**config.mk**
```make
export PLATFORM = sky130hd
export DESIGN_NAME = decode_stage_n
export DESIGN_NICKNAME = d
export VERILOG_FILES = /design/src/rtl/decode_pkg.sv /design/src/rtl/decode_slot.sv /design/src/rtl/decode_stage_n.sv
export SDC_FILE = /design/constraint.sdc
export NUM_CORES = 1
export LEC_CHECK = 0
export BUFFER_PORTS_ARGS = -buffer_cell sky130_fd_sc_hd__buf_4
export CAP_MARGIN = 5
export CELL_PAD_IN_SITES_DETAIL_PLACEMENT = 1
export CELL_PAD_IN_SITES_GLOBAL_PLACEMENT = 1
export CORE_MARGIN = 2
export CORE_UTILIZATION = 39
export DETAILED_ROUTE_END_ITERATION = 12
export MAX_ROUTING_LAYER = met4
export PLACE_DENSITY = 0.95
export SKIP_LAST_GASP = 1
export SLEW_MARGIN = 10
export SYNTH_ARGS = -nofsm -noshare
export SYNTH_HDL_FRONTEND = slang
export SYNTH_SLANG_ARGS = --single-unit
```
**constraint.sdc**
```tcl
create_clock -name clk -period 5.06 [get_ports clk]
set_input_delay 1.012 -clock clk [delete_from_list [all_inputs] [get_ports clk]]
set_output_delay 1.012 -clock clk [all_outputs]
set_load 0.05 [all_outputs]
```
**src/rtl/decode_pkg.sv**
```systemverilog
// Shared decode definitions: RV32 opcodes, instruction format enum and
// format-property helpers used by the slot decoder and hazard logic.
package decode_pkg;

  localparam int unsigned INSTR_W = 32;

  localparam logic [6:0] OP_R      = 7'b0110011;
  localparam logic [6:0] OP_IMM    = 7'b0010011;
  localparam logic [6:0] OP_LOAD   = 7'b0000011;
  localparam logic [6:0] OP_STORE  = 7'b0100011;
  localparam logic [6:0] OP_BRANCH = 7'b1100011;
  localparam logic [6:0] OP_LUI    = 7'b0110111;
  localparam logic [6:0] OP_AUIPC  = 7'b0010111;
  localparam logic [6:0] OP_JAL    = 7'b1101111;
  localparam logic [6:0] OP_JALR   = 7'b1100111;
  localparam logic [6:0] OP_SYS    = 7'b1110011;

  typedef enum logic [2:0] {
    FMT_R   = 3'd0,
    FMT_I   = 3'd1,
    FMT_S   = 3'd2,
    FMT_B   = 3'd3,
    FMT_U   = 3'd4,
    FMT_J   = 3'd5,
    FMT_ILL = 3'd7
  } fmt_e;

  // Formats whose instructions write rd.
  function automatic logic fmt_writes_rd(input logic [2:0] f);
    return (f == FMT_R) || (f == FMT_I) || (f == FMT_U) || (f == FMT_J);
  endfunction

  // Formats whose instructions read rs2.
  function automatic logic fmt_reads_rs2(input logic [2:0] f);
    return (f == FMT_R) || (f == FMT_S) || (f == FMT_B);
  endfunction

endpackage

```
**src/rtl/decode_slot.sv**
```systemverilog
// Combinational single-instruction decoder: field split, format
// classification, sign-extended immediate and illegal flag.
// Ports: instr in; opcode/rd/func3/rs1/rs2/func7/imm/fmt/illegal out.
module decode_slot
  import decode_pkg::*;
(
  input  logic [INSTR_W-1:0] instr,
  output logic [6:0]         opcode,
  output logic [4:0]         rd,
  output logic [2:0]         func3,
  output logic [4:0]         rs1,
  output logic [4:0]         rs2,
  output logic [6:0]         func7,
  output logic [INSTR_W-1:0] imm,
  output logic [2:0]         fmt,
  output logic               illegal
);

  fmt_e fmt_d;

  assign opcode = instr[6:0];
  assign rd     = instr[11:7];
  assign func3  = instr[14:12];
  assign rs1    = instr[19:15];
  assign rs2    = instr[24:20];
  assign func7  = instr[31:25];
  assign fmt    = fmt_d;

  // Opcode to format map; every supported opcode ends in 2'b11.
  always_comb begin
    fmt_d = FMT_ILL;
    case (instr[6:0])
      OP_R:                             fmt_d = FMT_R;
      OP_IMM, OP_LOAD, OP_JALR, OP_SYS: fmt_d = FMT_I;
      OP_STORE:                         fmt_d = FMT_S;
      OP_BRANCH:                        fmt_d = FMT_B;
      OP_LUI, OP_AUIPC:                 fmt_d = FMT_U;
      OP_JAL:                           fmt_d = FMT_J;
      default:                          fmt_d = FMT_ILL;
    endcase
  end

  assign illegal = (fmt_d == FMT_ILL) || (instr[1:0] != 2'b11);

  // Immediate assembly by format; R and ILL yield zero.
  always_comb begin
    imm = '0;
    case (fmt_d)
      FMT_I:   imm = {{20{instr[31]}}, instr[31:20]};
      FMT_S:   imm = {{20{instr[31]}}, instr[31:25], instr[11:7]};
      FMT_B:   imm = {{19{instr[31]}}, instr[31], instr[7], instr[30:25], instr[11:8], 1'b0};
      FMT_U:   imm = {instr[31:12], 12'b0};
      FMT_J:   imm = {{11{instr[31]}}, instr[31], instr[19:12], instr[20], instr[30:21], 1'b0};
      default: imm = '0;
    endcase
  end

endmodule

```
**src/rtl/decode_stage_n.sv**
```systemverilog
// Registered ISSUE_W-wide decode stage with valid/ready handshakes and flush.
// Ports: clk, rst_n, flush; in_valid/in_ready with instr_i, pc_i, slot_vld_i;
// out_valid/out_ready with registered slot_vld_o, pc_o, decoded fields,
// imm_o, fmt_o, illegal_o, raw_o.
// Optional macro DEC_HAZARD_EN: enables the intra-bundle RAW comparator;
// otherwise raw_o is tied to 0.
module decode_stage_n
  import decode_pkg::*;
#(
  parameter int unsigned ISSUE_W = 2,
  parameter int unsigned PC_W    = 8,
  parameter int unsigned XLEN    = 32
) (
  input  logic                       clk,
  input  logic                       rst_n,
  input  logic                       flush,
  input  logic                       in_valid,
  output logic                       in_ready,
  input  logic [ISSUE_W*INSTR_W-1:0] instr_i,
  input  logic [ISSUE_W*PC_W-1:0]    pc_i,
  input  logic [ISSUE_W-1:0]         slot_vld_i,
  output logic                       out_valid,
  input  logic                       out_ready,
  output logic [ISSUE_W-1:0]         slot_vld_o,
  output logic [ISSUE_W*PC_W-1:0]    pc_o,
  output logic [ISSUE_W*7-1:0]       opcode_o,
  output logic [ISSUE_W*5-1:0]       rd_o,
  output logic [ISSUE_W*3-1:0]       func3_o,
  output logic [ISSUE_W*5-1:0]       rs1_o,
  output logic [ISSUE_W*5-1:0]       rs2_o,
  output logic [ISSUE_W*7-1:0]       func7_o,
  output logic [ISSUE_W*XLEN-1:0]    imm_o,
  output logic [ISSUE_W*3-1:0]       fmt_o,
  output logic [ISSUE_W-1:0]         illegal_o,
  output logic [ISSUE_W-1:0]         raw_o
);

  logic [ISSUE_W*7-1:0]    opcode_c;
  logic [ISSUE_W*5-1:0]    rd_c;
  logic [ISSUE_W*3-1:0]    func3_c;
  logic [ISSUE_W*5-1:0]    rs1_c;
  logic [ISSUE_W*5-1:0]    rs2_c;
  logic [ISSUE_W*7-1:0]    func7_c;
  logic [ISSUE_W*XLEN-1:0] imm_c;
  logic [ISSUE_W*3-1:0]    fmt_c;
  logic [ISSUE_W-1:0]      illegal_c;
  logic [ISSUE_W-1:0]      raw_c;
  logic                    load;

  // One decoder per slot.
  for (genvar k = 0; k < ISSUE_W; k++) begin : g_slot
    decode_slot u_dec (
      .instr   (instr_i[k*INSTR_W +: INSTR_W]),
      .opcode  (opcode_c[k*7 +: 7]),
      .rd      (rd_c[k*5 +: 5]),
      .func3   (func3_c[k*3 +: 3]),
      .rs1     (rs1_c[k*5 +: 5]),
      .rs2     (rs2_c[k*5 +: 5]),
      .func7   (func7_c[k*7 +: 7]),
      .imm     (imm_c[k*XLEN +: XLEN]),
      .fmt     (fmt_c[k*3 +: 3]),
      .illegal (illegal_c[k])
    );
  end

`ifdef DEC_HAZARD_EN
  // Slot k is flagged when any older valid slot writes a register it reads.
  always_comb begin
    raw_c = '0;
    for (int unsigned k = 1; k < ISSUE_W; k++) begin
      for (int unsigned j = 0; j < k; j++) begin
        if (slot_vld_i[j] && slot_vld_i[k] &&
            fmt_writes_rd(fmt_c[j*3 +: 3]) && (rd_c[j*5 +: 5] != 5'd0) &&
            ((rd_c[j*5 +: 5] == rs1_c[k*5 +: 5]) ||
             ((rd_c[j*5 +: 5] == rs2_c[k*5 +: 5]) && fmt_reads_rs2(fmt_c[k*3 +: 3])))) begin
          raw_c[k] = 1'b1;
        end
      end
    end
  end
`else
  assign raw_c = '0;
`endif

  assign in_ready = (!out_valid || out_ready) && !flush;
  assign load     = in_valid && in_ready;

  // One-entry pipeline register; flush dominates, then load, then consume.
  always_ff @(posedge clk or negedge rst_n) begin
    if (!rst_n) begin
      out_valid  <= 1'b0;
      slot_vld_o <= '0;
      pc_o       <= '0;
      opcode_o   <= '0;
      rd_o       <= '0;
      func3_o    <= '0;
      rs1_o      <= '0;
      rs2_o      <= '0;
      func7_o    <= '0;
      imm_o      <= '0;
      fmt_o      <= '0;
      illegal_o  <= '0;
      raw_o      <= '0;
    end else if (flush) begin
      out_valid  <= 1'b0;
      slot_vld_o <= '0;
    end else if (load) begin
      out_valid  <= 1'b1;
      slot_vld_o <= slot_vld_i;
      pc_o       <= pc_i;
      opcode_o   <= opcode_c;
      rd_o       <= rd_c;
      func3_o    <= func3_c;
      rs1_o      <= rs1_c;
      rs2_o      <= rs2_c;
      func7_o    <= func7_c;
      imm_o      <= imm_c;
      fmt_o      <= fmt_c;
      illegal_o  <= illegal_c & slot_vld_i;
      raw_o      <= raw_c & slot_vld_i;
    end else if (out_ready) begin
      out_valid  <= 1'b0;
    end
  end

endmodule

```
==> flow_metrics.py, run 1 <==
metrics = {
    "place": {
        "postPlaceCellArea_mm2": 0.00865,
        "io_buffer_count": 242,
        "finalWeightedCongestion": 0.835,
        "dpl.hpwl_mm": 16.5,
    },
    "timing": {
        "period_share": 0.749,
        "max_freq_mhz": 264,
        "hold_ws_ns": 0.477,
        "period_minus_slack_ns": 3.79,
        "final-hold-violation-count": 0,
        "slew_viol_final": 0,
        "fin_tns_setup_ns": 0,
        "fin_skew_ns": 0.00809,
        "rsz0062_at_grt": "no",
        "worst_pin_slew_ns": 1.11,
        "finalSetupViolCount": 0,
        "maxSlewHeadroom": 0.258,
    },
    "routing": {
        "antenna_left": 0,
        "wirelength_mm": 23.3,
        "firstDrtPassIters": 5,
        "vias": 6140,
        "drt-wirelength-per-cell_um": 20.5,
        "drtIter0Drc": 395,
        "avgViaCountPerCell": 5.41,
        "drc": 0,
    },
    "logic_synthesis": {
        "synthTopCellsByArea": "dfrtp_1, nand2_1, a221o_1",
        "synth_top_family_by_area": "simple AND/OR/NAND/NOR gates",
        "avgSynthCellArea_um2": 9.85,
        "synth_top_area_share": 0.583,
        "synth-edff-count": 0,
        "synth_simple_gate_area_share": 0.222,
        "synthAdderAreaFrac": 0.00376,
        "ys.flop_type": "dfrtp_1",
        "netlist_area_mm2": 0.00665,
        "synth_mux_area_frac": 0.00169,
        "synth_seq_cells": 155,
        "synth_xor_area_frac": 0.00395,
        "synthDistinctLibCells": 64,
        "yosysTopAreaCell": "dfrtp_1",
        "synth_cells": 675,
        "synth_compound_area_frac": 0.151,
        "async_flop_share": 1.00,
        "seq_area_frac_synth": 0.583,
        "ys.warnings.count": 0,
    },
    "cells_and_area": {
        "layout-drive-gt1-share": 0.336,
        "post-route-util": 0.556,
        "antennaDiodeCount": 0,
        "synthToLayoutAreaGrowth_pct": 39.0,
        "final_cell_mix": "nand2_1, buf_4, dfrtp_1",
        "final_area_mm2": 0.00925,
        "fin_nets": 990,
        "layout_commonest_cell": "nand2_1",
    },
    "worst_setup_path": {
        "critPathKind": "in2reg",
        "crit_fanout": 11,
        "critPathRequiredTime_ns": 5.43,
        "path_cells": "buf_4 -> nand3b_4 -> nor3_2 -> buf_4 -> inv_1 -> ha_1 -> inv_1 -> a2111o_1 -> a2111oi_4 -> and2b_1 -> a221o_2",
        "crit_path_max_incr_delay_ns": 0.78,
        "crit_slowest_cell": "a2111oi_4",
        "cp-end-kind": "flip-flop",
        "worstPathArrival_ns": 4.16,
        "critPathTopFamily": "compound AO/OA/AOI/OAI gates",
        "cp-start-kind": "input port",
        "critical_path_buf_inv_count": 4,
    },
    "global_routing": {
        "grt_max_degree": 95,
        "grt_pass1_vias": 6607,
        "grt-ovfl-total": 0,
        "grt_pass1_wl_mm": 36.5,
        "antenna_found_initial": 0,
        "track_usage": 0.269,
    },
    "flow_run": {
        "drv_cap": 0,
    },
    "die": {
        "die_h_um": 135,
        "rows": 47,
        "core_region_area_mm2": 0.0166,
        "io_pins": 245,
        "fp.dieW_um": 135,
        "start_util": 0.400,
        "dieArea_mm2": 0.0181,
    },
    "clock_tree": {
        "clk_latency_ns": 0.43,
        "hold_buffers": 0,
        "clock-sinks": 155,
        "clk_pin_slew_ns": 0.07,
        "cts_setup_buffers": 0,
        "clock_path_buffers": 2,
        "numCtsBuffers": 17,
        "ctsResizeCount": 0,
        "cts.htree.levels": 4,
        "root_buffer": "clkbuf_16",
        "tritoncts": "built",
    },
    "power": {
        "p_per_area_mw_per_mm2": 385,
        "p_total_w": 0.00356,
        "irDropWorstVdd_v": 0.000225,
        "p_leak_nw": 4.94,
    },
    "run_status": {
        "status": "completed",
    },
    "worst_hold_path": {
        "worstHoldPathType": "reg2reg",
    },
}
through the flow:
stage / setup WS (ns) / instances
6_report: 1.27 / 1134
5_1_grt: 1.12 / 1134
4_1_cts: 1.32 / 1134
3_5_place_dp: 0.909 / 1102
3_3_place_gp: 1.04 / 1102
2_1_floorplan: 1.38 / 676
flip-flops by register name (all words and copies together) (netlist names), 10 cells and up:
| name | cells |
|---|---|
| imm_o | 64 |
| pc_o | 16 |
| rs1_o | 10 |
| opcode_o | 14 |
| rd_o | 10 |
| func7_o | 14 |
| rs2_o | 10 |
power breakdown:
group | switching [W] | leakage (nW) | total [W] | internal, W
logic | 0.000620 | 2.64 | 0.000859 | 0.000239
registers | 0.0000654 | 2.01 | 0.00141 | 0.00134
clock network | 0.000557 | 0.284 | 0.00129 | 0.000731
total | 0.00124 | 4.94 | 0.00356 | 0.00231
Yosys cell counts, types with 3 or more instances:
master / n
o21ai_0: 11
nand2_1: 274
nor2_1: 9
a211oi_1: 3
nand2b_1: 4
nand3_1: 16
inv_1: 10
nand4_1: 17
o31ai_1: 3
a21o_1: 7
a221o_1: 19
buf_1: 5
buf_2: 6
clkbuf_1: 30
a221o_2: 10
nand3b_1: 5
a32oi_1: 7
a32o_1: 4
a21oi_1: 5
or2_2: 5
a22o_1: 12
dfrtp_1: 155
o21a_1: 4
and4b_1: 3
o211a_1: 3
cells by family (layout without fill, tap and decap cells):
kind of cell | after synthesis | after routing
compound gates | 113 | 113
simple gates | 346 | 346
buf+inv | 54 | 292
mux | 1 | 1
flops | 155 | 155
fa+ha+maj | 2 | 2
other cells | 1 | 2
xor+xnor | 3 | 3
worst reg2reg max path, cell delays in order, from the launching register on:
cell	delay (ns)
dfrtp_1	0.39
nor2b_1	0.20
a2111o_1	0.49
a2111oi_4	0.78
and2b_1	0.47
a221o_2	0.23
routing by layer:
metal / track usage / up-vias / part of all wire
met5: - / - / 0
met1: 0.313 / 3037 / 0.40
met2: 0.455 / 267 / 0.51
met3: 0.0518 / 61 / 0.056
met4: 0.120 / 0 / 0.037
li1: - / 2775 / -
area by class of cell:
type	count	area [µm²]
fill	1896	7400
sequential	155	3880
multi-input combinational	467	2570
timing repair buffer	250	1890
clock buffer	20	467
tap	220	275
clock inverter	12	128
inverter	10	37.5
worst paths after layout:
path,startpoint,end,slack [ns],cells after the start
worst max-delay path,instr_i[3],imm_o[29],1.27,11
worst min-delay path,func7_o[3],func7_o[3],0.48,2
worst max register to register,out_valid,imm_o[29],2.43,5
worst min register to register,func7_o[3],func7_o[3],0.48,2
max in group asynchronous,rst_n,fmt_o[5],3.37,2
min in group asynchronous,rst_n,rs1_o[3],0.60,1
No activity file was read; power rests on OpenSTA's default activity.
==> run 2, diff against run 1 <==
Settings changed: ABC_AREA set to 1, CORE_UTILIZATION 39 to 36, PLACE_DENSITY 0.95 to 0.92.
Clock period 5.06 ns to 3.5 ns, I/O delays scaled along.
==> run 2 against run 1 <==
  * Total power rose by 48%
  * Sequential share of layout area fell by 2.2 points
  * Core utilization is 5.6 points lower
  * Worst hold slack worse by 0.18 ns
  * Synthesized area grew 7.8%
  * Highest routed layer unchanged
  * Clock power increased by 50%
  * First-iteration DRC count fell by 39%
  * Count of clock-buffer cells in the layout decreased by 1
  * Largest cell class unchanged
==> flow_metrics.py, run 2 <==
metrics = {
    "run_status": {
        "status": "completed",
    },
    "timing": {
        "maxSlewHeadroom": 0.523,
        "period_minus_slack_ns": 2.61,
        "worst_pin_slew_ns": 0.716,
        "max_freq_mhz": 383,
        "slew_viol_final": 0,
        "period_share": 0.746,
        "finalSetupViolCount": 0,
        "fin_tns_setup_ns": 0,
        "fin_skew_ns": 0.00966,
        "rsz0062_at_grt": "no",
        "final-hold-violation-count": 0,
    },
    "worst_setup_path": {
        "path_cells": "buf_4 -> inv_2 -> nand2_2 -> nor2_2 -> nand2_1 -> nand2_2 -> inv_2 -> ha_1 -> nand2_2 -> inv_1 -> nand2_4 -> nand3_1 -> nor2_2 -> nand2_1 -> nand2_1 -> nand2_1 -> nand2_1",
        "crit_fanout": 12,
        "critPathTopFamily": "simple AND/OR/NAND/NOR gates",
        "worstPathArrival_ns": 2.96,
        "crit_slowest_cell": "nor2_2",
        "critPathKind": "in2reg",
        "cp-start-kind": "input port",
        "critPathRequiredTime_ns": 3.85,
        "cp-end-kind": "flip-flop",
        "crit_top_cell": "nand2_1",
        "crit_path_max_incr_delay_ns": 0.41,
        "critical_path_buf_inv_count": 4,
    },
    "die": {
        "io_pins": 245,
        "dieArea_mm2": 0.0210,
        "die_h_um": 145,
        "start_util": 0.367,
        "fp.dieW_um": 145,
        "core_region_area_mm2": 0.0195,
        "rows": 51,
    },
    "global_routing": {
        "grt_pass1_wl_mm": 39.8,
        "antenna_found_initial": 0,
        "grt_pass1_vias": 7306,
        "grt-ovfl-total": 0,
        "grt_max_degree": 90,
        "track_usage": 0.243,
    },
    "clock_tree": {
        "ctsResizeCount": 0,
        "numCtsBuffers": 17,
        "clock_path_buffers": 2,
        "tritoncts": "built",
        "hold_buffers": 0,
        "cts.htree.levels": 4,
        "clock-sinks": 155,
        "clk_latency_ns": 0.42,
        "clk_pin_slew_ns": 0.06,
        "cts_setup_buffers": 0,
        "root_buffer": "clkbuf_16",
    },
    "cells_and_area": {
        "layout_commonest_cell": "nand2_1",
        "reg_top3": "imm_o (64), pc_o (16)",
        "multi_input_area_mm2": 0.00291,
        "post-route-util": 0.500,
        "synthToLayoutAreaGrowth_pct": 36.2,
        "final_cell_mix": "nand2_1, buf_4, dfrtp_1",
        "largest_register_ffs": 64,
        "regMostFlops": "imm_o",
        "seqCellArea_mm2": 0.00388,
        "fillers": 2414,
        "antennaDiodeCount": 0,
        "fin_nets": 1198,
        "final_area_mm2": 0.00976,
        "layout-drive-gt1-share": 0.303,
    },
    "routing": {
        "vias": 6835,
        "drt-wirelength-per-cell_um": 17.7,
        "antenna_left": 0,
        "drc": 0,
        "drtIter0Drc": 241,
        "avgViaCountPerCell": 4.94,
        "wirelength_mm": 24.5,
        "firstDrtPassIters": 4,
    },
    "place": {
        "finalWeightedCongestion": 0.844,
        "io_buffer_count": 242,
        "dpl.hpwl_mm": 17.6,
        "postPlaceCellArea_mm2": 0.00916,
    },
    "logic_synthesis": {
        "synth-edff-count": 0,
        "synth_seq_cells": 155,
        "synthDistinctLibCells": 30,
        "ys.flop_type": "dfrtp_1",
        "synth_simple_gate_area_share": 0.366,
        "ys_top_cells_by_count": "nand2_1, dfrtp_1, nand3_1, o21ai_0, inv_1",
        "synth_xor_area_frac": 0,
        "synthAdderAreaFrac": 0.00349,
        "yosysTopAreaCell": "dfrtp_1",
        "synth_top_area_share": 0.541,
        "synth_mux_area_frac": 0,
        "avgSynthCellArea_um2": 8.11,
        "netlist_area_mm2": 0.00717,
        "ys.warnings.count": 0,
        "synthTopCellsByArea": "dfrtp_1, nand2_1, nand3_1",
        "async_flop_share": 1.00,
        "synth_top_family_by_area": "simple AND/OR/NAND/NOR gates",
        "synth_cells": 884,
        "seq_area_frac_synth": 0.541,
        "synth_most_common_cell": "nand2_1",
        "synth_compound_area_frac": 0.0346,
    },
    "power": {
        "clock_power_share": 0.370,
        "p_total_w": 0.00525,
        "swShare": 0.336,
        "p_sw_w": 0.00177,
        "pwr-share-seq": 0.388,
        "p_per_area_mw_per_mm2": 538,
        "p_int_w": 0.00349,
        "p_leak_nw": 5.58,
        "irDropWorstVdd_v": 0.000304,
        "combPwrFrac": 0.242,
    },
    "flow_run": {
        "drv_cap": 0,
    },
    "worst_hold_path": {
        "worstHoldPathType": "in2async",
    },
}
==> run 2: path summary, 6_finish.rpt <==
kind	startpoint	end	slack (ns)	depth (start not counted)
worst max-delay path	instr_i[36]	imm_o[53]	0.89	17
worst min register to register	imm_o[32]	imm_o[32]	0.48	2
worst min-delay path	rst_n	rd_o[9]	0.29	1
worst max register to register	out_valid	illegal_o[0]	1.47	8
min in group clk	flush	out_valid	0.45	2
max in group asynchronous	rst_n	func7_o[11]	2.39	2
==> run 2: through the flow <==
step,cells,worst slack [ns],hold slack [ns]
2_1_floorplan,885,0.875,0.404
3_3_place_gp,1355,0.682,0.463
3_5_place_dp,1355,0.506,0.467
4_1_cts,1385,0.908,0.314
5_1_grt,1385,0.662,0.329
6_report,1385,0.890,0.292
==> run 2: cells by family (layout without fill, tap and decap cells) <==
group,after synthesis,count (layout)
other cells,1,2
flops,155,155
compound gates,48,48
buf+inv,80,315
simple gates,598,598
fa+ha+maj,2,2
==> run 2: worst register-to-register path, cell delays in order (launching register included) <==
cell and delay [ns]:
dfrtp_1 0.38, nand2_1 0.07, inv_1 0.05, nor2_1 0.21
nand2_4 0.28, inv_2 0.20, buf_4 0.37, nand2_1 0.16
o21ai_0 0.22
==> run 2: layout make-up <==
class	count	area share
Tap cell	265	0.0340
Timing Repair Buffer	248	0.194
Clock inverter	11	0.0176
Multi-Input combinational cell	650	0.298
Sequential cell	155	0.397
Clock buffer	19	0.0443
Inverter	37	0.0150
==> run 2: layer usage <==
metal | wire (µm) | share of wire | track usage
met4 | 620 | 0.025 | 0.0877
met3 | 1220 | 0.050 | 0.0509
met1 | 10100 | 0.41 | 0.287
met5 | 0 | 0 | -
met2 | 12600 | 0.51 | 0.414
==> run 2: power groups by stage <==
stage	clock network, W	registers (W)	logic, W
6_report	0.00194	0.00204	0.00127
5_1_grt	0.00205	0.00206	0.00134
4_1_cts	0.00197	0.00204	0.00128
3_5_place_dp	0	0.00207	0.00128
3_3_place_gp	0	0.00206	0.00125
2_1_floorplan	0	0.00260	0.000241
